===== src/rtl/ddr_app_wr_bridge.sv =====
// Write-path bridge: gathers application write words into bursts and replays each
// burst to the DDR controller's native port as one write command plus data beats.
module ddr_app_wr_bridge #(
  parameter int ADDR_WIDTH = 30,
  parameter int DATA_WIDTH = 32,
  parameter int BURST_MAX  = 64,
  parameter int DATA_DEPTH = 128,
  parameter int CMD_DEPTH  = 4
) (
  input  logic                  app_clk,
  input  logic                  rst_n,
  input  logic [DATA_WIDTH-1:0] app_data_wr,
  input  logic                  app_data_wr_valid,
  input  logic [ADDR_WIDTH-1:0] app_addr_wr,
  input  logic                  app_addr_wr_valid,
  output logic                  app_wr_ready,
  output logic                  mem_cmd_en,
  output logic [2:0]            mem_cmd,
  output logic [ADDR_WIDTH-1:0] mem_cmd_addr,
  output logic [7:0]            mem_cmd_bl,
  input  logic                  mem_cmd_rdy,
  output logic [DATA_WIDTH-1:0] mem_wdf_data,
  output logic                  mem_wdf_wren,
  output logic                  mem_wdf_end,
  input  logic                  mem_wdf_rdy,
  output logic                  burst_done,
  output logic [31:0]           burst_cnt,
  output logic                  err_overflow,
  output logic                  err_empty_burst
);

  localparam int DAW = $clog2(DATA_DEPTH);
  localparam int DCW = DAW + 1;
  localparam int CAW = $clog2(CMD_DEPTH);
  localparam int CCW = CAW + 1;
  localparam int LW  = $clog2(BURST_MAX) + 1;

  typedef enum logic [1:0] {IDLE, CMD, DATA} state_t;

  state_t state, state_nxt;

  logic [DATA_WIDTH-1:0] d_mem [DATA_DEPTH];
  logic [DAW-1:0]        d_wptr, d_rptr, d_wptr_nxt;
  logic [DCW-1:0]        d_count, d_count_nxt;
  logic                  d_full, d_empty, d_push, d_pop;

  logic [ADDR_WIDTH-1:0] c_addr_mem [CMD_DEPTH];
  logic [7:0]            c_bl_mem [CMD_DEPTH];
  logic [CAW-1:0]        c_wptr, c_rptr;
  logic [CCW-1:0]        c_count, c_count_nxt;
  logic                  c_full, c_empty, c_push, c_pop;

  logic [LW-1:0]         open_len, eff_len, eff_len_m1;
  logic                  word_drop, close_req, rewind, empty_close;

  logic [ADDR_WIDTH-1:0] cmd_addr;
  logic [7:0]            cmd_bl;
  logic [7:0]            beat;
  logic                  end_xfer;

  assign d_full  = d_count == DCW'(DATA_DEPTH);
  assign d_empty = d_count == '0;
  assign c_full  = c_count == CCW'(CMD_DEPTH);
  assign c_empty = c_count == '0;

  // A full FIFO still takes a word when the egress side frees a slot the same cycle.
  assign d_push    = app_data_wr_valid && (!d_full || d_pop) && (open_len != LW'(BURST_MAX));
  assign word_drop = app_data_wr_valid && !d_push;

  // The word arriving with the address strobe belongs to the burst being closed.
  assign eff_len     = open_len + LW'(d_push);
  assign eff_len_m1  = eff_len - LW'(1);
  assign close_req   = app_addr_wr_valid && (eff_len != '0);
  assign empty_close = app_addr_wr_valid && (eff_len == '0);
  assign c_push      = close_req && (!c_full || c_pop);
  assign rewind      = close_req && !c_push;

  // A lost descriptor orphans its words, so they are peeled back off the FIFO tail.
  assign d_wptr_nxt  = rewind ? d_wptr - DAW'(open_len) : d_wptr + DAW'(d_push);
  assign d_count_nxt = d_count + DCW'(d_push) - DCW'(d_pop) - (rewind ? DCW'(eff_len) : '0);
  assign c_count_nxt = c_count + CCW'(c_push) - CCW'(c_pop);

  assign d_pop    = mem_wdf_wren && mem_wdf_rdy;
  assign end_xfer = mem_wdf_end && mem_wdf_rdy;

  assign mem_cmd      = 3'b000;
  assign mem_cmd_addr = cmd_addr;
  assign mem_cmd_bl   = cmd_bl;
  assign mem_wdf_data = mem_wdf_wren ? d_mem[d_rptr] : '0;

  always_ff @(posedge app_clk) begin
    if (d_push) d_mem[d_wptr] <= app_data_wr;
    if (c_push) begin
      c_addr_mem[c_wptr] <= app_addr_wr;
      c_bl_mem[c_wptr]   <= 8'(eff_len_m1);
    end
  end

  always_ff @(posedge app_clk or negedge rst_n) begin
    if (!rst_n) begin
      d_wptr          <= '0;
      d_rptr          <= '0;
      d_count         <= '0;
      c_wptr          <= '0;
      c_rptr          <= '0;
      c_count         <= '0;
      open_len        <= '0;
      err_overflow    <= 1'b0;
      err_empty_burst <= 1'b0;
      app_wr_ready    <= 1'b0;
    end else begin
      d_wptr   <= d_wptr_nxt;
      d_count  <= d_count_nxt;
      c_count  <= c_count_nxt;
      open_len <= app_addr_wr_valid ? '0 : open_len + LW'(d_push);
      if (d_pop)  d_rptr <= d_rptr + DAW'(1);
      if (c_push) c_wptr <= c_wptr + CAW'(1);
      if (c_pop)  c_rptr <= c_rptr + CAW'(1);
      if (word_drop || rewind) err_overflow <= 1'b1;
      if (empty_close) err_empty_burst <= 1'b1;
      app_wr_ready <= (DCW'(DATA_DEPTH) - d_count_nxt >= DCW'(BURST_MAX)) &&
                      (c_count_nxt != CCW'(CMD_DEPTH));
    end
  end

  always_ff @(posedge app_clk or negedge rst_n) begin
    if (!rst_n) state <= IDLE;
    else        state <= state_nxt;
  end

  always_comb begin
    state_nxt    = state;
    mem_cmd_en   = 1'b0;
    mem_wdf_wren = 1'b0;
    mem_wdf_end  = 1'b0;
    c_pop        = 1'b0;
    case (state)
      IDLE: begin
        if (!c_empty) begin
          c_pop     = 1'b1;
          state_nxt = CMD;
        end
      end
      CMD: begin
        mem_cmd_en = 1'b1;
        if (mem_cmd_rdy) state_nxt = DATA;
      end
      DATA: begin
        mem_wdf_wren = !d_empty;
        mem_wdf_end  = !d_empty && (beat == cmd_bl);
        if (mem_wdf_end && mem_wdf_rdy) state_nxt = IDLE;
      end
      default: state_nxt = IDLE;
    endcase
  end

  // Descriptor and beat tracking; the command fields stay frozen until the next pop.
  always_ff @(posedge app_clk or negedge rst_n) begin
    if (!rst_n) begin
      cmd_addr   <= '0;
      cmd_bl     <= '0;
      beat       <= '0;
      burst_done <= 1'b0;
      burst_cnt  <= '0;
    end else begin
      burst_done <= end_xfer;
      if (end_xfer) burst_cnt <= burst_cnt + 32'd1;
      if (c_pop) begin
        cmd_addr <= c_addr_mem[c_rptr];
        cmd_bl   <= c_bl_mem[c_rptr];
      end
      if (state == CMD && mem_cmd_rdy) beat <= '0;
      else if (d_pop)                  beat <= beat + 8'd1;
    end
  end

endmodule


===== config.mk =====
export PLATFORM = sky130hd
export DESIGN_NAME = ddr_app_wr_bridge
export DESIGN_NICKNAME = d
export VERILOG_FILES = /design/src/rtl/ddr_app_wr_bridge.sv
export SDC_FILE = /design/constraint.sdc
export NUM_CORES = 2
export LEC_CHECK = 0
export BUFFER_PORTS_ARGS = -buffer_cell sky130_fd_sc_hd__buf_2
export CAP_MARGIN = 20
export CORE_UTILIZATION = 46
export DETAILED_ROUTE_END_ITERATION = 7
export GPL_TIMING_DRIVEN = 0
export PLACE_DENSITY = 0.71
export SLEW_MARGIN = 20
export SYNTH_ARGS = -nofsm -noshare
export SYNTH_HDL_FRONTEND = slang
export SYNTH_MEMORY_MAX_BITS = 65536
export SYNTH_SLANG_ARGS = --single-unit

===== constraint.sdc =====
create_clock -name app_clk -period 5.4 [get_ports app_clk]
set_clock_uncertainty 0.1 [all_clocks]
set_input_delay 1.08 -clock app_clk [delete_from_list [all_inputs] [get_ports app_clk]]
set_output_delay 1.08 -clock app_clk [all_outputs]
set_load 0.01 [all_outputs]

==> results.json <==
{
  "utilization_pct": 55.9,
  "fin_ws_ns": -0.946,
  "placementRows": 222,
  "wl_per_cell_um": 42.8,
  "drt_wl_total_um": 608000,
  "synth.distinct_cells": 73,
  "min_period_ns": 6.35,
  "die-area_mm2": 0.370,
  "async_reset_ff_share_pct": 2.73,
  "drt_iter0_drc": 17900,
  "cts_buffer_depth": 4,
  "gp_congestion": 1.06,
  "portBuffers": 174,
  "netlist_area_mm2": 0.169,
  "fin_total_pwr_mw": 109,
  "timing.hold.ws_ns": 0.179,
  "core_mm2": 0.366,
  "placed_area_mm2": 0.184,
  "p_int_mw": 69.5,
  "postRouteAntennaNets": 0,
  "cpMaxStageDelayCell": "a21oi_4",
  "grt_pass1_vias": 90300,
  "report.final.slew_viol_count": 0,
  "slew_headroom_pct": 13.3,
  "grt_first_pass_wirelength_um": 793000,
  "stdcell_area_mm2": 0.204,
  "ir_drop_mv": 0.341,
  "cts_tree": "yes",
  "dp_hpwl_um": 411000,
  "crit_top_cell": "buf_16",
  "path_buf_inv": 8,
  "cpPeakStageDelay_ns": 0.89,
  "p_sw_mw": 39.0,
  "grt_overflow": 0,
  "synth_cells": 7881,
  "cts_made_buffers": 418,
  "rsz0062_at_grt": "true",
  "max_freq_mhz": 158,
  "dr.pass1.iters": 7,
  "path_cells": "buf_12 > buf_16 > buf_16 > buf_16 > buf_16 > buf_16 > buf_16 > mux2i_1 > nand2_1 > a31oi_1 > nand4_1 > a21oi_4 > nor3_4 > buf_2",
  "cap_violations": 0,
  "die_height_um": 608,
  "crit_type": "reg -> out",
  "final_common_cell": "edfxtp_1",
  "power_frac_seq_pct": 35.7,
  "path_delay_family": "buffers and inverters",
  "power_density_mw_per_mm2": 531,
  "antenna_found_initial": 50,
  "start_util_pct": 46.2,
  "ys.warnings.count": 0,
  "fin_nets": 9115,
  "worst-path-max-fanout": 6,
  "finalCritPeriodShare_pct": 118,
  "clockPowerShare_pct": 26.7,
  "drive_gt1_share_pct": 33.1,
  "synth_edf_count": 4244,
  "seq_area_frac_synth_pct": 77.2,
  "io_pins": 180,
  "final_cell_mix": "edfxtp_1, mux4_2, mux2i_1, clkbuf_16, buf_4",
  "cp-start-kind": "register",
  "hold_violations": 0,
  "cts_max_level": 5,
  "ctsRootBufferMaster": "clkbuf_16",
  "critical_path_required_ns": 4.22,
  "crit_arrival_ns": 5.17,
  "combPwrFrac_pct": 37.6,
  "ys_ff_latch": 4363,
  "route.vias.total": 94800,
  "status": "complete, but fails checks",
  "clk_latency_ns": 1.02,
  "switching_share_pct": 36.0,
  "grt_max_degree": 115,
  "drc_errors": 0,
  "synthFlopType": "edfxtp_1",
  "syn_area_per_cell_um2": 21.4,
  "leakage_nw": 66.0,
  "hold_class": "in -> reg",
  "vias_per_cell": 6.68,
  "clk_pin_slew_worst_paths_ns": 0.06,
  "worstSetupEndpointType": "output pin",
  "violations": "negative setup slack",
  "finalSetupViolCount": 32,
  "grtUsageTotal_pct": 32.1,
  "tightestPinTransition_ns": 1.30,
  "cts_sinks": 4363,
  "area_growth_pct": 21.1,
  "die_x_um": 608
}
[per-stage QoR]
stage | std cells | setup WS, ns | TNS (ns)
detailed placement | 13200 | -2.23 | -39.51
global placement | 12900 | -2.81 | -6753.24
global route | 14200 | -0.711 | -11.95
CTS | 14000 | -0.545 | -9.89
finish | 14200 | -0.946 | -15.77
floorplan | 7884 | -0.154 | -0.154
[timing repair]
item	CTS	global route
gates resized for setup	892	294
endpoints found under the setup margin	34	33
endpoints found under the hold margin	46	0
hold buffers	1	0
pin swaps	86	110
gates cloned	2	6
buffers inserted	93	158
[area by class of cell]
class                   count  area (um^2)
diodes                     18         45.0
fillers                 26100       161000
inverters                  50          223
repair buffers            711        10300
flip-flops and latches   4363       130000
plain buffers             427         5200
clock inverters           246         2300
multi-input cells        3037        39000
well taps                4816         6030
clock buffers             525        11000
[worst register-to-register path: stages, from the launching register on]
cell and delay [ns]:
dfrtp_1 0.39, or4_4 0.57, nor4b_4 0.27, nor2_2 0.09, ha_4 0.19, a21boi_0 0.26
nor3_2 0.10, o21a_4 0.25, a31oi_4 0.19, nand2_2 0.10, fa_2 0.34, inv_2 0.06
fa_1 0.37, inv_1 0.07, ha_2 0.18, inv_2 0.04, fa_1 0.49, inv_2 0.04
or4_4 0.49, nor3_4 0.14, and3b_1 0.20, a221oi_2 0.17
[layer usage]
metal	up-vias	share of wire (%)	track usage, %
li1	35300	-	-
met1	49000	32	39.2
met2	8499	42	45.8
met3	1908	16	12.9
met4	28	9.6	24.5
met5	-	0.031	0.930
[state kept, by name (all words and copies together) (netlist names), 8 cells and up]
register and flops:
c_bl_mem 28, burst_cnt 32, c_addr_mem 120, d_mem 4096
d_count 8, beat 8, mem_cmd_addr 30
[final timing paths]
| kind | slack [ns] | cells past startpoint | end | from |
|---|---|---|---|---|
| max | -0.95 | 14 | mem_wdf_data[1] | d_rptr[0] |
| min | 0.18 | 1 | c_addr_mem[1][21] | app_addr_wr[21] |
| max reg2reg | 0.21 | 21 | app_wr_ready | d_count[3] |
| min reg2reg | 0.37 | 1 | err_empty_burst | err_empty_burst |
| max in group asynchronous | 3.97 | 3 | open_len[3] | rst_n |
| min in group asynchronous | 0.47 | 2 | burst_cnt[1] | rst_n |
[cell families after synthesis]
| logic type | Yosys count | synth area share [%] |
|---|---|---|
| flip-flops | 4363 | 77.2 |
| multiplexers | 1514 | 15.4 |
| AO/OA/AOI/OAI | 794 | 3.22 |
| AND/OR/NAND/NOR | 609 | 1.64 |
| buffers and inverters | 484 | 1.75 |
| XOR/XNOR | 77 | 0.399 |
| adder cells (fa/ha/maj) | 39 | 0.311 |
| other | 1 | 0.00222 |
[synth_stat cells (61+ instances only)]
cell	count	area, um^2
a21oi_1	156	781
a221oi_1	89	780
a22oi_1	228	1710
buf_2	113	566
buf_4	95	713
clkbuf_1	134	503
dfrtp_1	119	2980
edfxtp_1	4244	127000
mux2_2	118	1330
mux2i_1	545	5460
mux4_2	819	18400
nand2_1	212	796
nand3_1	61	305
nor2_1	183	687
o21ai_0	105	526
[power by group through the flow]
stage	registers (mW)	logic (mW)	clock network, mW
floorplan	39.4	16.6	0
global placement	39.5	31.0	0
detailed placement	39.4	32.5	0
CTS	38.7	36.5	28.8
global route	38.8	40.2	30.1
finish	38.7	40.8	29.0
(Power assumes the default switching activity.)
